**src/rtl/cpu_pkg.sv**
```systemverilog
// Shared definitions for the 16-bit pipelined core: word types, the
// fetch/decode packet, instruction field positions and special opcodes.
package cpu_pkg;

  typedef logic [15:0] addr;
  typedef logic [15:0] block;

  // Packet handed from fetch to decode.
  typedef struct packed {
    addr      pc;
    bit [15:0] inst;
  } inst;

  // Instruction field positions (msb/lsb).
  localparam int op_begin = 15;
  localparam int op_end   = 12;
  localparam int rd_begin = 11;
  localparam int rd_end   = 9;
  localparam int rs_begin = 8;
  localparam int rs_end   = 6;
  localparam int rt_begin = 5;
  localparam int rt_end   = 3;
  localparam int i9_begin = 8;
  localparam int i9_end   = 0;

  localparam logic [3:0] OP_HALT = 4'b1111;
  localparam logic [3:0] OP_NOP  = 4'b0000;

  // Fetch control state.
  typedef enum logic {
    FS_RUN    = 1'b0,
    FS_HALTED = 1'b1
  } fetch_state_e;

endpackage

```
**src/rtl/fetch_unit.sv**
```systemverilog
// Instruction fetch stage: owns the PC, drives a synchronous-read
// instruction memory and presents {pc, inst} packets to decode.
//
// Handshake: a packet is offered whenever fetch_valid=1 and is taken by
// decode in any cycle where stall=0. While stall=1 the offered packet is
// frozen in the hold register and re-offered until the first stall=0 cycle.
// A redirect (do_branch/do_jump) discards whatever is offered that cycle.
module fetch_unit
  import cpu_pkg::*;
#(
  parameter addr        RESET_PC = 16'h0000,
  parameter logic [3:0] OP_HALT  = cpu_pkg::OP_HALT
) (
  input  logic clk,
  input  logic rst,
  output logic imem_en,
  output addr  imem_addr,
  input  block imem_rdata,
  input  logic stall,
  input  logic do_branch,
  input  addr  branch_target,
  input  logic do_jump,
  input  addr  jump_address,
  output inst  fetch_inst,
  output logic fetch_valid,
  output logic halted
);

  addr          pc_q, pc_d;
  logic         resp_valid_q, resp_valid_d;
  addr          resp_pc_q, resp_pc_d;
  logic         hold_valid_q, hold_valid_d;
  inst          hold_word_q, hold_word_d;
  fetch_state_e fsm_q, fsm_d;

  logic redirect;
  addr  target;
  inst  out_word;
  logic out_is_halt;
  logic issue;

  // Output select, issue decision and next-state computation.
  always_comb begin
    // Redirects are ignored while reset is asserted so the memory port
    // stays quiet at RESET_PC.
    redirect = rst & (do_branch | do_jump);
    target   = do_branch ? branch_target : jump_address;

    out_word = '0;
    if (hold_valid_q) begin
      out_word = hold_word_q;
    end else if (resp_valid_q) begin
      out_word.pc   = resp_pc_q;
      out_word.inst = imem_rdata;
    end

    fetch_valid = hold_valid_q | resp_valid_q;
    out_is_halt = fetch_valid && (out_word.inst[op_begin:op_end] == OP_HALT);

    // Redirect always issues; otherwise only when running, accepted, and
    // not looking at a HALT (nothing after a HALT is fetched).
    issue     = redirect | ((fsm_q == FS_RUN) & ~stall & ~out_is_halt);
    imem_en   = issue & rst;
    imem_addr = redirect ? target : pc_q;

    fetch_inst = out_word;
    halted     = (fsm_q == FS_HALTED);

    pc_d = pc_q;
    if (redirect) begin
      pc_d = target + 16'd1;
    end else if (issue) begin
      pc_d = pc_q + 16'd1;
    end

    resp_valid_d = issue;
    resp_pc_d    = imem_addr;

    hold_valid_d = 1'b0;
    hold_word_d  = hold_word_q;
    if (!redirect && stall && fetch_valid) begin
      hold_valid_d = 1'b1;
      hold_word_d  = out_word;
    end

    fsm_d = fsm_q;
    if (redirect) begin
      fsm_d = FS_RUN;
    end else if (out_is_halt && !stall) begin
      fsm_d = FS_HALTED;
    end
  end

  // State registers, cleared asynchronously by the active-low reset.
  always_ff @(posedge clk or negedge rst) begin
    if (!rst) begin
      pc_q         <= RESET_PC;
      resp_valid_q <= 1'b0;
      resp_pc_q    <= RESET_PC;
      hold_valid_q <= 1'b0;
      hold_word_q  <= '0;
      fsm_q        <= FS_RUN;
    end else begin
      pc_q         <= pc_d;
      resp_valid_q <= resp_valid_d;
      resp_pc_q    <= resp_pc_d;
      hold_valid_q <= hold_valid_d;
      hold_word_q  <= hold_word_d;
      fsm_q        <= fsm_d;
    end
  end

endmodule
```
**config.mk**
```make
export PLATFORM = sky130hd
export DESIGN_NAME = fetch_unit
export DESIGN_NICKNAME = d
export VERILOG_FILES = /design/src/rtl/cpu_pkg.sv /design/src/rtl/fetch_unit.sv
export SDC_FILE = /design/constraint.sdc
export NUM_CORES = 1
export LEC_CHECK = 0
export BUFFER_PORTS_ARGS = -buffer_cell sky130_fd_sc_hd__buf_2
export CELL_PAD_IN_SITES_DETAIL_PLACEMENT = 2
export CELL_PAD_IN_SITES_GLOBAL_PLACEMENT = 2
export CORE_UTILIZATION = 29
export CTS_CLUSTER_DIAMETER = 100
export DETAILED_ROUTE_END_ITERATION = 10
export PLACE_DENSITY = 0.8
export SLEW_MARGIN = 20
export SYNTH_ARGS = -nofsm -noshare
export SYNTH_HDL_FRONTEND = slang
export SYNTH_SLANG_ARGS = --single-unit
export TNS_END_PERCENT = 10
```
**constraint.sdc**
```tcl
create_clock -name clk -period 1.8 [get_ports clk]
set_clock_uncertainty 0.1 [all_clocks]
set_input_delay 0.09 -clock clk [delete_from_list [all_inputs] [get_ports clk]]
set_output_delay 0.09 -clock clk [all_outputs]
set_load 0.02 [all_outputs]
```
# Yosys cells after proc, flatten, opt, wreduce, memory -nomap -nowiden
# Cells that the tools add are included.
[word_totals] register_bits=67 latchBits=0 ram_bits=0 romBits=0 output_inout_bits=51 word_cells=37 n_memories=0
[op_classes] addsub=2 n_mul=0 n_div=0 n_lt_le_gt_ge=0 n_eq_ne=1 shift=0 muxes=9 bitwise=10 n_reduce_logical=8
[op_table] operator="16-bit 2-to-1 mux" count=4
[op_table] operator="32-bit 2-to-1 mux" count=2
[op_table] operator="16-bit by 1-bit adder with 16-bit output, second input constant" count=2
[op_table] operator="1-bit bitwise AND" count=4
[op_table] operator="4-bit equality test, second input constant" count=1
[op_table] operator="1-bit logical AND" count=4
[op_table] operator="2-bit nonzero test" count=2
[op_table] operator="1-bit 2-to-1 mux" count=3
[op_table] operator="1-bit NOT" count=3
[op_table] operator="1-bit OR" count=3
[op_table] operator="1-bit logical NOT" count=2

# Depth between registers and ports, before layout
# Gate-level depths: netlist of the first run.
[depth] word_depth=9 mapped_depth=10 ltp_nobuf=8

# Worst setup path after synthesis of the first run
# Ideal clock, no wire load.
[synth_timing] path_type="in2reg" from="input port do_jump" to="register pc_q[14]" setup_ns=0.120 arrival_time_ns=1.943 slack_ns=-0.362 path_stages=10 n_path_buf=2 path_cell_list="buf_6 nand2_4 buf_8 o22ai_1 a21oi_1 ha_1 and4_1 and4b_1 xnor2_1 o21ai_2"
[synth_between] elab_chain_len=4 elab_cells_between_ends=5 cone_classes="mux (1); bitwise (3); reduce/logical (1)"
[synth_rtl] item="start: declaration" line="fetch_unit.sv:22" text="input logic do_jump,"
[synth_rtl] item="1-bit OR *" line="fetch_unit.sv:46" text="redirect = rst & (do_branch | do_jump);"
[synth_rtl] item="1-bit bitwise AND *" line="fetch_unit.sv:46"
[synth_rtl] item="1-bit OR" line="fetch_unit.sv:62" text="issue = redirect | ((fsm_q == FS_RUN) & ~stall & ~out_is_halt);"
[synth_rtl] item="2-bit nonzero test (no line)"
[synth_rtl] item="end signal: assignment" line="fetch_unit.sv:104" text="pc_q <= pc_d;"
[synth_rtl] item="end: declaration" line="fetch_unit.sv:29" text="addr pc_q, pc_d;"
# Every way passes the cells marked *; elsewhere a longest branch is shown, timed or not.
# A chain may end at the register's enable or synchronous reset.

# Final worst setup path of the first run
[layout_timing] from="register hold_valid_q" to="output port imem_en"
[layout_between] elab_chain_len=7 elab_cells_between_ends=8 cone_classes="eq/ne (1); mux (1); bitwise (5); reduce/logical (1)"
[layout_rtl] item="start: declaration" line="fetch_unit.sv:32" text="logic hold_valid_q, hold_valid_d;"
[layout_rtl] item="start signal: assignment" line="fetch_unit.sv:107" text="hold_valid_q <= hold_valid_d;"
[layout_rtl] item="32-bit 2-to-1 mux" line="fetch_unit.sv:50" text="if (hold_valid_q) begin"
[layout_rtl] item="4-bit equality test" line="fetch_unit.sv:58" text="out_is_halt = fetch_valid && (out_word.inst[op_begin:op_end] == OP_HALT);"
[layout_rtl] item="1-bit logical AND *" line="fetch_unit.sv:58"
[layout_rtl] item="1-bit NOT *" line="fetch_unit.sv:62"
[layout_rtl] item="1-bit bitwise AND *" line="fetch_unit.sv:62"
[layout_rtl] item="1-bit OR *" line="fetch_unit.sv:62"
[layout_rtl] item="1-bit bitwise AND *" line="fetch_unit.sv:63" text="imem_en = issue & rst;"
[layout_rtl] item="end: declaration" line="fetch_unit.sv:16" text="output logic imem_en,"
# Marks and branches as above.

==> run_results.csv, run 1 <==
group,metric,value,unit
timing,worstMarginPinSlew,0.453,ns
floorplan,io_pins,104,
synthesis,async_reset_ff_frac,1.00,
worst_setup_path,critPathMaxStageDelay,0.45,ns
power,p_per_area,1210,nW/um^2
worst_setup_path,r2r_cells,9,
synthesis,synth_edf_count,0,
synthesis,ys.flop_type,"dfrtp_1",
synthesis,synth_nets,340,
power,share_comb_of_total_power,0.354,
timing,setup_viol,45,
global_route,grt_max_degree,35,
min_path,whs_path_depth,3,
timing,drv_slew,0,
clock_tree,clkTransAtPathRegs,0.06,ns
floorplan,die_height,110,um
worst_setup_path,cp_top_family,"flip-flops",
power,switchingPower,2.06,mW
floorplan,coreArea,11100,um^2
global_route,gr-total-overflow,0,
synthesis,ys_seq_area_frac,0.499,
worst_setup_path,r2r-end,"pc_q[13]",
layout,area_growth,49.3,%
worst_setup_path,cp_slowest_cell,"dfrtp_2",
detailed_routing,dr.pass1.iters,4,
clock_tree,worstSkewPairLatency,0.34,ns
worst_setup_path,arrival,1.76,ns
min_path,hp-class,"in -> reg",
worst_setup_path,crit_path_start_kind,"flop",
synthesis,ys_seq_elements,67,
detailed_routing,routedWlPerCell,22.6,um
clock_tree,cts_sinks,67,
worst_setup_path,cp_num_buf_inv,1,
synthesis,ys_warn_count,0,
timing,slew_headroom,0.698,
global_route,grt_pass1_vias,3460,
timing,clock.fmax,513,MHz
worst_setup_path,worstSetupPathType,"reg -> out",
worst_setup_path,cp_max_fo,5,
clock_tree,cts_tree,"done",
min_path,whs_endpoint,"hold_word_q[0]",
worst_setup_path,path_cells,"nor2b_4 > a22o_4 > nand4_4 > a22oi_4 > nor2b_1 > buf_4",
flow_run,maxCapViolCount,0,
clock_tree,h-tree-depth,3,
detailed_routing,viasPerCell,5.27,
timing,fin_crit_sh,1.08,
synthesis,syn_avg_cell_area,11.7,um^2
layout,diodes,0,
global_route,grt_pass1_wl,20100,um
clock_tree,cts_buffer_depth,2,
global_route,antenna_found_initial,0,
status,violations,"setup timing",
floorplan,fp.dieW,110,um
clock_tree,cts_buffers,9,
place,dp_hpwl,8730,um
place,place.gp.congestion,0.865,
place,numPortBuffers,103,
timing,fin_ws,-0.149,ns
global_route,grtUsageTotal,0.231,
timing,timing.final.hold_violations,0,
floorplan,start_util,0.303,
floorplan,rows,38,
power,worst_ir_drop_vdd,0.597,mV
timing,min_period,1.95,ns
power,p_seq_frac,0.354,
worst_setup_path,endpoint_kind,"primary output",
worst_setup_path,r2r_slack,-0.12,ns
floorplan,die-area,12000,um^2
synthesis,synth_area,3360,um^2
status,status,"complete, but fails checks",
power,power_frac_clock,0.292,
layout,drive_gt1_frac,0.580,
detailed_routing,vias,3120,
detailed_routing,wirelength,13400,um
timing,rsz0062_at_grt,"true",
power,swShare,0.340,
detailed_routing,drt_iter0_drc,103,
synthesis,yosys.cell_types.count,44,
worst_setup_path,rr_startpoint,"hold_valid_q",
min_path,hp-start,"imem_rdata[0]",
timing,hold_slack,0.0345,ns
detailed_routing,drc,0,
clock_tree,clock-root-buffer,"clkbuf_16",
synthesis,syn_inst,286,
detailed_routing,postRouteAntennaNets,0,
layout,final_nets,501,
place,post-place-ws,-0.105,ns
worst_setup_path,cp.required,1.61,ns
power,p_leak,2.33,nW
power,p_int,4.01,mW
timing,tns,-2.63,ns
==> sequential cells by signal (all words and copies together), names as in the netlist <==
register	flops
pc_q	16
resp_valid_q	1
resp_pc_q	16
hold_valid_q	1
halted	1
hold_word_q	32
==> cells in the mapped netlist (2+ instances only) <==
cell type	number	share of area
a22o_1	31	0.081
nand2_1	16	0.018
nor3_1	4	0.0060
a21oi_2	9	0.023
nor2_1	7	0.0078
o21ai_0	10	0.015
clkbuf_1	6	0.0067
o22ai_1	30	0.056
nand4_1	3	0.0056
and4_1	3	0.0078
nand4_2	2	0.0074
o21ai_1	2	0.0030
xor2_1	8	0.021
buf_4	2	0.0045
buf_6	4	0.013
mux2_2	34	0.11
xnor2_1	5	0.013
buf_2	6	0.0089
dfrtp_1	67	0.50
a21oi_1	8	0.012
or2_2	2	0.0037
nand3_1	4	0.0060
or3_4	2	0.0067
==> per-stage QoR <==
stage                util  std cells  cell area (um^2)  total power, mW
floorplan               -        286              3480             3.30
global placement    0.403        562              4460             4.00
detailed placement  0.403        562              4460             4.13
CTS                 0.445        589              4930             6.05
global route        0.453        592              5010             6.37
finish              0.453        592              5010             6.07
==> cells in the final DEF, fill, tap and decap left out, types with 2 or more instances in the layout <==
cell type      synthesis  routed
o22ai_1               30      27
mux2_2                34      34
buf_4                  2      80
clkbuf_16              0       9
a21oi_1                8       5
nor2_2                 0       2
inv_2                  1       2
nand4_1                3       3
or2_2                  2       2
o22ai_2                0       3
xor2_1                 8       8
buf_12                 0       5
buf_6                  4       2
a21oi_4                1       8
nand3_1                4       4
nand2_2                1       2
a21oi_2                9       5
nor2_1                 7       5
nor3_1                 4       4
nand2_1               16      15
dfrtp_1               67      65
o21ai_1                2       3
o21ai_0               10       9
clkinv_2               0       3
dlygate4sd3_1          0       2
dfrtp_2                0       2
or3_4                  2       2
a22o_4                 0       4
and4_4                 1       3
xnor2_1                5       5
buf_2                  6      79
a22o_1                31      27
==> per-layer routing <==
metal	vias to the layer above	GRT usage	wire [um]
li1	1415	-	-
met1	1605	0.268	5470
met2	80	0.421	7030
met3	20	0.0492	600
met4	0	0.0733	307
met5	-	0	0
==> worst max path at each step <==
stage	start	end	slack (ns)	cells past startpoint
CTS	hold_valid_q	imem_en	-0.09	6
finish	hold_valid_q	imem_en	-0.15	6
global placement	do_jump	pc_q[14]	-0.03	8
floorplan	hold_valid_q	pc_q[11]	-0.02	8
global route	hold_valid_q	imem_en	-0.22	6
detailed placement	rst	pc_q[15]	-0.11	9
==> logic make-up (layout without fill, tap and decap cells) <==
family | Yosys count | after routing | synth area share
buffers and inverters | 23 | 189 | 0.0432
XOR/XNOR | 13 | 13 | 0.0339
AND/OR/NAND/NOR | 54 | 54 | 0.101
AO/OA/AOI/OAI | 94 | 94 | 0.206
flip-flops | 67 | 67 | 0.499
multiplexers | 34 | 34 | 0.114
adder cells (fa/ha/maj) | 1 | 1 | 0.00372
==> final cells by class <==
class,instances,area (um^2)
Clock buffer,11,243
Timing Repair Buffer,169,1150
Sequential cell,67,1680
Multi-Input combinational cell,196,1690
Inverter,4,17.5
Fill cell,1162,6060
Clock inverter,5,52.6
Tap cell,140,175
==> what timing repair did <==
action | 4_1_cts | 5_1_grt
endpoints found under the hold margin | 41 | 0
pin swaps | 5 | 5
hold buffers | 3 | 0
setup endpoints to repair | 37 | 75
gates resized for setup | 20 | 23
buffers inserted | 8 | 3
==> worst min-delay path: cells and delay by family <==
kind	cells	cell delay, ns
multiplexers	1	0.15
AO/OA/AOI/OAI	1	0.12
buffers and inverters	1	0.07
==> power groups by stage <==
| stage | clock network [mW] | registers (mW) | logic [mW] |
|---|---|---|---|
| 5_1_grt | 1.87 | 2.20 | 2.30 |
| 3_3_place_gp | 0 | 2.11 | 1.88 |
| 4_1_cts | 1.81 | 2.15 | 2.10 |
| 3_5_place_dp | 0 | 2.16 | 1.98 |
| 2_1_floorplan | 0 | 2.07 | 1.23 |
| 6_report | 1.77 | 2.15 | 2.15 |
Note: power is estimated with default switching activity, not from simulation.
==> run 2, diff against run 1 <==
CORE_MARGIN = 2   (was default)
CORE_UTILIZATION = 35   (was 29)
PLACE_DENSITY = 0.89   (was 0.8)
clock period = 2.5 ns   (was 1.8 ns; I/O delays follow)
==> run 2 against run 1 <==
Against the previous run: the flow now finishes without violations; flip-flop and latch count stayed put; cell area down 14%; worst hold slack better by 0.017 ns; combinational power shrank 41%; sequential power is 28% lower; core utilization grew 1.0 points; global-route usage grew 0.87 points; critical path depth increased by 1; die area decreased by 13%; first-iteration DRC count grew 20%; via count is 4.6% lower; register-to-register slack better by 0.39 ns; highest routed layer unchanged.
==> run_results.csv, run 2 (synthesis results as in run 1) <==
group,metric,value,unit
global_route,grt_pass1_vias,3319,
worst_setup_path,r2r-end,"pc_q[8]",
worst_setup_path,r2r_cells,7,
detailed_routing,wirelength,12100,um
detailed_routing,postRouteAntennaNets,0,
floorplan,rows,35,
worst_setup_path,cp.required,2.28,ns
timing,fin_ws,0.198,ns
layout,diodes,0,
timing,slew_headroom,0.549,
timing,fin_crit_sh,0.921,
floorplan,coreArea,9280,um^2
floorplan,start_util,0.362,
clock_tree,clkTransAtPathRegs,0.07,ns
detailed_routing,viasPerCell,5.56,
power,p_per_area,867,nW/um^2
layout,final_common_cell,"buf_2",
layout,reg_top3,"hold_word_q: 32 flops, pc_q: 16 flops, resp_pc_q: 16 flops",
power,worst_ir_drop_vdd,0.423,mV
flow_run,maxCapViolCount,0,
layout,final_nets,456,
clock_tree,cts_buffers,9,
worst_setup_path,endpoint_kind,"primary output",
place,post-place-ws,0.0443,ns
detailed_routing,route.met2.wl,6290,um
global_route,grt_max_degree,29,
timing,min_period,2.30,ns
timing,clock.fmax,434,MHz
status,status,"complete, no violations",
detailed_routing,routedLengthMet1,4970,um
power,finalPower,3.73,mW
timing,drv_slew,0,
layout,largest_reg_flops,32,
floorplan,die_height,102,um
timing,worstMarginPinSlew,0.674,ns
clock_tree,worstSkewPairLatency,0.35,ns
timing,tns,0,ns
timing,timing.final.hold_violations,0,
timing,setup_viol,0,
place,numPortBuffers,103,
layout,fillerInstances,996,
worst_setup_path,cp_max_fo,24,
layout,final_cell_mix,"buf_2 (102), dfrtp_1 (67), mux2_2 (34)",
worst_setup_path,worstSetupPathType,"in -> out",
worst_setup_path,arrival,2.08,ns
clock_tree,clock-root-buffer,"clkbuf_8",
detailed_routing,wl_met3,587,um
power,p_leak,2.00,nW
clock_tree,h-tree-depth,3,
layout,top_register,"hold_word_q",
min_path,hp-class,"in -> reg",
global_route,antenna_found_initial,0,
timing,rsz0062_at_grt,"false",
detailed_routing,routedWlPerCell,22.6,um
layout,drive_gt1_frac,0.478,
place,place.gp.congestion,0.855,
global_route,grt_pass1_wl,18500,um
worst_setup_path,cp-startpoint,"rst",
detailed_routing,drc,0,
worst_setup_path,crit_path_start_kind,"input pin",
detailed_routing,top_layer,"met4",
clock_tree,cts_sinks,67,
place,dp_hpwl,8340,um
detailed_routing,drt_iter0_drc,124,
global_route,grtUsageTotal,0.239,
place,place_inst,511,
layout,fin_cells,535,
detailed_routing,vias,2977,
floorplan,fp.dieW,102,um
min_path,whs_path_depth,3,
layout,area_growth,27.9,%
global_route,gr-total-overflow,0,
worst_setup_path,r2r_slack,0.27,ns
clock_tree,cts_tree,"done",
detailed_routing,dr.pass1.iters,5,
worst_setup_path,rr_startpoint,"pc_q[1]",
clock_tree,cts_buffer_depth,2,
floorplan,io_pins,104,
floorplan,die-area,10400,um^2
worst_setup_path,crit_end,"imem_addr[15]",
-- run 2: where the power goes --
group / internal (mW) / total [mW] / switching, mW
combinational: 0.516 / 1.26 / 0.748
sequential: 1.36 / 1.54 / 0.177
clock: 0.509 / 0.924 / 0.414
-- run 2: timing repair --
item	CTS	global route
resized for setup	0	1
hold endpoints to repair	45	0
endpoints found under the setup margin	0	2
buffers inserted	0	5
hold buffers	4	0
-- run 2: worst max-delay path, cell delays in order --
cell and delay [ns]:
buf_4 0.20, buf_4 0.21, dlygate4sd3_1 0.59, buf_6 0.25
o22ai_1 0.14, a21oi_1 0.31, buf_2 0.25
-- run 2: final cells by class --
class | instances | area (um^2) | area share
clock buffer | 13 | 159 | 0.0370
clock inverter | 2 | 35.0 | 0.00815
inverter | 4 | 17.5 | 0.00408
multi-input combinational | 196 | 1550 | 0.360
sequential | 67 | 1680 | 0.390
tap | 129 | 161 | 0.0376
timing repair buffer | 124 | 702 | 0.163
-- run 2: how the worst min path moves through the flow --
stage                       start              to  slack [ns]
global placement              rst         pc_q[2]       -0.11
detailed placement            rst         pc_q[4]       -0.10
global route        imem_rdata[0]  hold_word_q[0]        0.04
CTS                 imem_rdata[0]  hold_word_q[0]        0.04
floorplan                     rst          halted       -0.27
finish              imem_rdata[0]  hold_word_q[0]        0.05
-- run 2: stage by stage --
stage	area, um^2	hold WS [ns]	util
final	4300	0.0515	0.463
after CTS	4260	0.0381	0.458
after detailed placement	4020	-0.104	0.433
after floorplan	3360	-0.271	-
after global placement	4020	-0.109	0.433
after global routing	4300	0.0393	0.463
-- run 2: metal layers --
metal | vias to the layer above | global-route usage
met5 | - | 0
met4 | 0 | 0.0851
met3 | 24 | 0.0499
met2 | 135 | 0.415
met1 | 1504 | 0.296
li1 | 1314 | -
